===== src/rtl/imem_pkg.sv =====
// Shared constants, loader state encoding and address helper for the instruction memory loader.
package imem_pkg;

  localparam int unsigned IMEM_DEPTH      = 1024;
  localparam int unsigned IMEM_ADDR_SHIFT = 2;

  typedef logic [2:0] loader_state_t;

  localparam loader_state_t StIdle  = 3'd0;
  localparam loader_state_t StClear = 3'd1;
  localparam loader_state_t StLoad  = 3'd2;
  localparam loader_state_t StFlush = 3'd3;
  localparam loader_state_t StDone  = 3'd4;

  // Word index to byte address.
  function automatic logic [31:0] imem_word_addr(input logic [31:0] idx);
    return idx << IMEM_ADDR_SHIFT;
  endfunction

endpackage


===== src/rtl/imem_word_packer.sv =====
// Big-endian byte-to-word assembler: tracks the byte lane and builds the word being loaded.
module imem_word_packer
  import imem_pkg::*;
(
  input  logic        clk,
  input  logic        rst,
  input  logic        clear_i,
  input  logic        byte_en_i,
  input  logic [7:0]  byte_i,
  output logic [31:0] word_o,
  output logic        word_complete_o,
  output logic        partial_o
);

  logic [1:0]  idx_q, idx_d;
  logic [31:0] word_q, word_d;
  logic [31:0] lane_word;

  always_comb begin
    lane_word = word_q;
    if (byte_en_i) begin
      unique case (idx_q)
        2'd0: lane_word[31:24] = byte_i;
        2'd1: lane_word[23:16] = byte_i;
        2'd2: lane_word[15:8]  = byte_i;
        2'd3: lane_word[7:0]   = byte_i;
      endcase
    end
  end

  assign word_o          = lane_word;
  assign word_complete_o = byte_en_i && (idx_q == 2'd3);
  // Bytes remain unwritten after this cycle's transfer is counted.
  assign partial_o       = byte_en_i ? (idx_q != 2'd3) : (idx_q != 2'd0);

  always_comb begin
    idx_d  = idx_q;
    word_d = lane_word;
    if (byte_en_i) begin
      idx_d = idx_q + 2'd1;
    end
    if (clear_i || word_complete_o) begin
      word_d = '0;
    end
    if (clear_i) begin
      idx_d = '0;
    end
  end

  always_ff @(posedge clk or posedge rst) begin
    if (rst) begin
      idx_q  <= '0;
      word_q <= '0;
    end else begin
      idx_q  <= idx_d;
      word_q <= word_d;
    end
  end

endmodule


===== src/rtl/imem_loader.sv =====
// Instruction memory loader: clears the word array, then writes a big-endian byte stream into it.
module imem_loader
  import imem_pkg::*;
#(
  parameter int unsigned DEPTH = IMEM_DEPTH,
  parameter int unsigned CNT_W = 11
) (
  input  logic             clk,
  input  logic             rst,
  input  logic             start_i,
  input  logic             byte_valid_i,
  input  logic [7:0]       byte_data_i,
  output logic             byte_ready_o,
  input  logic             eos_i,
  output logic             wr_en_o,
  output logic [31:0]      wr_addr_o,
  output logic [31:0]      wr_data_o,
  output logic             busy_o,
  output logic             done_o,
  output logic             full_o,
  output logic [CNT_W-1:0] word_count_o
);

  loader_state_t    state_q, state_d;
  logic             byte_ready_q, byte_ready_d;
  logic             wr_en_q, wr_en_d;
  logic [31:0]      wr_addr_q, wr_addr_d;
  logic [31:0]      wr_data_q, wr_data_d;
  logic             busy_q, busy_d;
  logic             done_q, done_d;
  logic             full_q, full_d;
  logic             eos_pend_q, eos_pend_d;
  logic [CNT_W-1:0] word_count_q, word_count_d;
  logic [CNT_W-1:0] clr_idx_q, clr_idx_d;

  logic        transfer, eos_any, last_word, write_word;
  logic        pk_clear, pk_complete, pk_partial;
  logic [31:0] pk_word;

  assign transfer = byte_valid_i & byte_ready_q;
  assign eos_any  = eos_i | eos_pend_q;

  imem_word_packer u_packer (
    .clk             (clk),
    .rst             (rst),
    .clear_i         (pk_clear),
    .byte_en_i       (transfer),
    .byte_i          (byte_data_i),
    .word_o          (pk_word),
    .word_complete_o (pk_complete),
    .partial_o       (pk_partial)
  );

  always_comb begin
    state_d      = state_q;
    byte_ready_d = byte_ready_q;
    wr_en_d      = 1'b0;
    wr_addr_d    = wr_addr_q;
    wr_data_d    = wr_data_q;
    busy_d       = busy_q;
    done_d       = done_q;
    full_d       = full_q;
    eos_pend_d   = eos_pend_q;
    word_count_d = word_count_q;
    clr_idx_d    = clr_idx_q;
    pk_clear     = 1'b0;
    last_word    = 1'b0;
    write_word   = 1'b0;

    case (state_q)
      StIdle, StDone: begin
        if (start_i) begin
          state_d      = StClear;
          busy_d       = 1'b1;
          done_d       = 1'b0;
          full_d       = 1'b0;
          eos_pend_d   = 1'b0;
          word_count_d = '0;
          clr_idx_d    = '0;
          wr_en_d      = 1'b1;
          wr_addr_d    = '0;
          wr_data_d    = '0;
          pk_clear     = 1'b1;
        end
      end
      StClear: begin
        // An eos seen while clearing is held and ends the load as soon as LOAD is entered.
        eos_pend_d = eos_any;
        if (32'(clr_idx_q) == DEPTH - 1) begin
          state_d      = StLoad;
          byte_ready_d = ~eos_any;
        end else begin
          wr_en_d   = 1'b1;
          clr_idx_d = clr_idx_q + CNT_W'(1);
          wr_addr_d = imem_word_addr(32'(clr_idx_q) + 32'd1);
        end
      end
      StLoad: begin
        last_word  = pk_complete && (32'(word_count_q) + 32'd1 == DEPTH);
        write_word = pk_complete || (eos_any && pk_partial);
        if (write_word) begin
          wr_en_d      = 1'b1;
          wr_addr_d    = imem_word_addr(32'(word_count_q));
          wr_data_d    = pk_word;
          word_count_d = word_count_q + CNT_W'(1);
        end
        if (eos_any || last_word) begin
          byte_ready_d = 1'b0;
          eos_pend_d   = 1'b0;
          pk_clear     = 1'b1;
          // FLUSH is the cycle in which the final word write is presented.
          if (write_word) begin
            state_d = StFlush;
          end else begin
            state_d = StDone;
            busy_d  = 1'b0;
            done_d  = 1'b1;
          end
        end
      end
      StFlush: begin
        state_d = StDone;
        busy_d  = 1'b0;
        done_d  = 1'b1;
        full_d  = (32'(word_count_q) == DEPTH);
      end
      default: begin
        state_d = StIdle;
      end
    endcase
  end

  always_ff @(posedge clk or posedge rst) begin
    if (rst) begin
      state_q      <= StIdle;
      byte_ready_q <= 1'b0;
      wr_en_q      <= 1'b0;
      wr_addr_q    <= '0;
      wr_data_q    <= '0;
      busy_q       <= 1'b0;
      done_q       <= 1'b0;
      full_q       <= 1'b0;
      eos_pend_q   <= 1'b0;
      word_count_q <= '0;
      clr_idx_q    <= '0;
    end else begin
      state_q      <= state_d;
      byte_ready_q <= byte_ready_d;
      wr_en_q      <= wr_en_d;
      wr_addr_q    <= wr_addr_d;
      wr_data_q    <= wr_data_d;
      busy_q       <= busy_d;
      done_q       <= done_d;
      full_q       <= full_d;
      eos_pend_q   <= eos_pend_d;
      word_count_q <= word_count_d;
      clr_idx_q    <= clr_idx_d;
    end
  end

  assign byte_ready_o = byte_ready_q;
  assign wr_en_o      = wr_en_q;
  assign wr_addr_o    = wr_addr_q;
  assign wr_data_o    = wr_data_q;
  assign busy_o       = busy_q;
  assign done_o       = done_q;
  assign full_o       = full_q;
  assign word_count_o = word_count_q;

endmodule


===== config.mk =====
export PLATFORM = sky130hd
export DESIGN_NAME = imem_loader
export DESIGN_NICKNAME = d
export VERILOG_FILES = /design/src/rtl/imem_pkg.sv /design/src/rtl/imem_word_packer.sv /design/src/rtl/imem_loader.sv
export SDC_FILE = /design/constraint.sdc
export NUM_CORES = 1
export LEC_CHECK = 0
export ABC_CLOCK_PERIOD_IN_PS = 4580
export CELL_PAD_IN_SITES_DETAIL_PLACEMENT = 1
export CELL_PAD_IN_SITES_GLOBAL_PLACEMENT = 1
export CORE_MARGIN = 4
export CORE_UTILIZATION = 40
export DETAILED_ROUTE_END_ITERATION = 7
export PLACE_DENSITY = 0.76
export RECOVER_POWER = 25
export SETUP_SLACK_MARGIN = 0.1
export SYNTH_ARGS = -nofsm -noshare
export SYNTH_HDL_FRONTEND = slang
export SYNTH_SLANG_ARGS = --single-unit

===== constraint.sdc =====
create_clock -name clk -period 4.58 [get_ports clk]
set_input_delay 0.916 -clock clk [delete_from_list [all_inputs] [get_ports clk]]
set_output_delay 0.916 -clock clk [all_outputs]
set_load 0.005 [all_outputs]

==> results.md <==
* CTS Sinks at 109
* Final-report hold violation count at 0
* Clock insertion delay at the later pin of the skew report at 360 ps
* Violated checks: capacitance limit, slew limit
* Area growth, synth to finish at 19.80%
* Cts repair resizes at 0
* Worst-path fanout max at 61
* Syn Inst Count at 531
* Worst EP required at 5090 ps
* Yosys top cell area share at 0.5245
* Initial cell density of the core at 0.4104
* Post-synth cell types at 52
* H-tree levels at 3
* Seq. cell area at 2728 µm²
* Finished Layout Cells at 763
* Final critical-path share of the clock period at 0.7047
* Chip Width at 122.0 µm
* Wirelength per Cell at 18.88 µm
* Sequential cell area fraction in the yosys report at 0.5245
* I/O pins at 93
* Diodes inserted at 0
* Vias in the first global route at 4,435
* Site Rows at 41
* Final Slew Violations at 62
* Synth top cells by count: dfrtp_1, nand2_1, o21ai_0
* Routability congestion estimate at 0.7988
* Worst min path class: reg -> reg
* Design Power at 2.731 mW
* Pin count of the biggest net entering global routing at 62
* CTS Hold Bufs at 0
* Final Setup Violations at 0
* Ratio of cells with drive above 1 in the final layout at 0.05584
* Routed Antenna Nets at 0
* CTS root buf: clkbuf_16
* Length of the first detailed-routing pass in iterations at 4
* Most area-hungry cell type in the Yosys netlist: dfrtp_1
* Placed cell count at 747
* Critical Path AT at 3740 ps
* Final wirelength at 14,410 µm
* Layout Skew at 13.40 ps
* Area of the multi-input gates at 2186 µm²
* Avg Inst Size Synth at 9.793 µm²
* Ys async rst share at 1.000
* DRC violations left at 0
* Design area at 6230 µm²
* IO buf count at 72
* RSZ-0062 raised after global routing: no
* GRT overflow at 0
* Post-DR vias/cell at 5.393
* Via count at 4,115
* Status: finished, violations left
* First-pass GRT wire length at 23,800 µm
* Initial antenna violation count at 0
* Synth top area cells: dfrtp_1, o21ai_0, mux2i_1
* Number of flops mapped to enable cells by yosys at 0
* # Post-CTS Setup Buffers at 0
* Mapped Area at 5200 µm²
* Max-cap viol count at 1
* Core box area at 12,670 µm²
* Crit start category: primary input
* Peak supply drop at 0.1878 mV
* Worst slew pin tran at 2367 ps
* Leakage at 2.913 nW
* Fillers at 1,457
* Placed Area at 5923 µm²
* P per Cell Area at 438.4 nW/µm²
* Worst-path clk slew at 80 ps
* Setup CP Type: in -> async
* Synth warn at 0
* Top FF cell, synth: dfrtp_1
* Rel. slew slack at -0.5800
* Fin nets at 607
* CTS tree: done
* Die area at 14,890 µm²
* Die height at 122.0 µm
* Setup TNS at 0 ps
* Fmax at 0.3098 GHz
* DP HPWL at 10,030 µm
* Number of synthesized register bits at 109
* Total GRT Usage at 0.2027
* Max clock buf depth at 2
* Tmin final at 3227 ps
* Total CTS buffers at 9
* Finished Core Util at 0.4917
* Initial DRC Count at 216
* CP Capture Type: asynchronous set/reset pin
* Top-count cell post-synth: dfrtp_1
state kept, by name (all words and copies together), names as in the netlist:
register / cells
byte_ready_o: 1
busy_o: 1
wr_data_o: 32
eos_pend_q: 1
clr_idx_q: 11
u_packer.word_q: 32
state_q: 3
done_o: 1
u_packer.idx_q: 2
wr_en_o: 1
wr_addr_o: 12
word_count_o: 11
full_o: 1
per-layer routing:
layer	wire length [µm]	vias to the layer above	global-route usage	part of all wire
li1	-	1913	-	-
met1	6294	2114	0.2581	0.44
met2	7397	74	0.3532	0.51
met3	510	14	0.03668	0.035
met4	204	0	0.05882	0.014
met5	0	-	0	0
power breakdown:
group	switching, mW	leakage (nW)	total [mW]	internal, mW
combinational	0.371	1.31	0.670	0.300
clock	0.408	0.151	0.802	0.394
sequential	0.118	1.45	1.26	1.14
total	0.896	2.91	2.73	1.83
worst max-delay path, cell delays in order:
cell and delay [ps]:
dlygate4sd3_1 530, inv_1 1680, buf_4 590
kinds of logic after synthesis:
group,share of synthesized area
AOI/OAI and AO/OA,0.1323
xor gates and xnor gates,0.02021
adders and majority gates,0.01925
buffers and inverters,0.06882
DFF,0.5245
muxes,0.06063
other,0.0007212
and+or+nand+nor,0.1735
path summary, 6_finish.rpt:
path	startpoint	endpoint	slack, ps	depth (start not counted)
setup reg to reg	state_q[1]$_DFFE_PP0P_	wr_data_o[12]$_DFFE_PP0P_	1630	5
hold / removal	wr_data_o[30]$_DFFE_PP0P_	wr_data_o[30]$_DFFE_PP0P_	500	2
max in group clk	byte_valid_i	wr_addr_o[7]$_DFFE_PP0P_	1450	7
min in group asynchronous	rst	wr_data_o[16]$_DFFE_PP0P_	1830	2
hold reg to reg	wr_data_o[30]$_DFFE_PP0P_	wr_data_o[30]$_DFFE_PP0P_	500	2
setup / recovery	rst	u_packer.word_q[10]$_DFF_PP0_	1350	3
metrics by stage:
stage / hold slack, ps / setup slack, ps
after global routing: 524.0 / 804.3
after global placement: 469.3 / 1202
after detailed placement: 477.3 / 1062
after floorplan: 470.1 / 790.1
final: 497.1 / 1353
after CTS: 496.8 / 1436
cell usage in the layout (no fill, tap or decap), types with 9 or more instances in the layout:
master	netlist	routed
dfrtp_1	109	109
clkdlybuf4s50_1	0	70
nand2_1	65	65
o21ai_0	56	55
nor2_1	38	38
nor3_1	36	36
mux2i_1	27	27
a21oi_1	22	22
conb_1	1	20
nand3_1	19	19
a21boi_0	10	10
inv_1	9	9
xor2_1	9	9
clkbuf_16	0	9
final cells by class:
class | count | share of cell area
Clock buffer | 9 | 0.03615
Clock inverter | 7 | 0.01346
Inverter | 9 | 0.005423
Multi-Input combinational cell | 380 | 0.3509
Sequential cell | 109 | 0.4378
Tap cell | 172 | 0.03455
Timing Repair Buffer | 77 | 0.1217
Note: power is estimated with default switching activity, not from simulation.
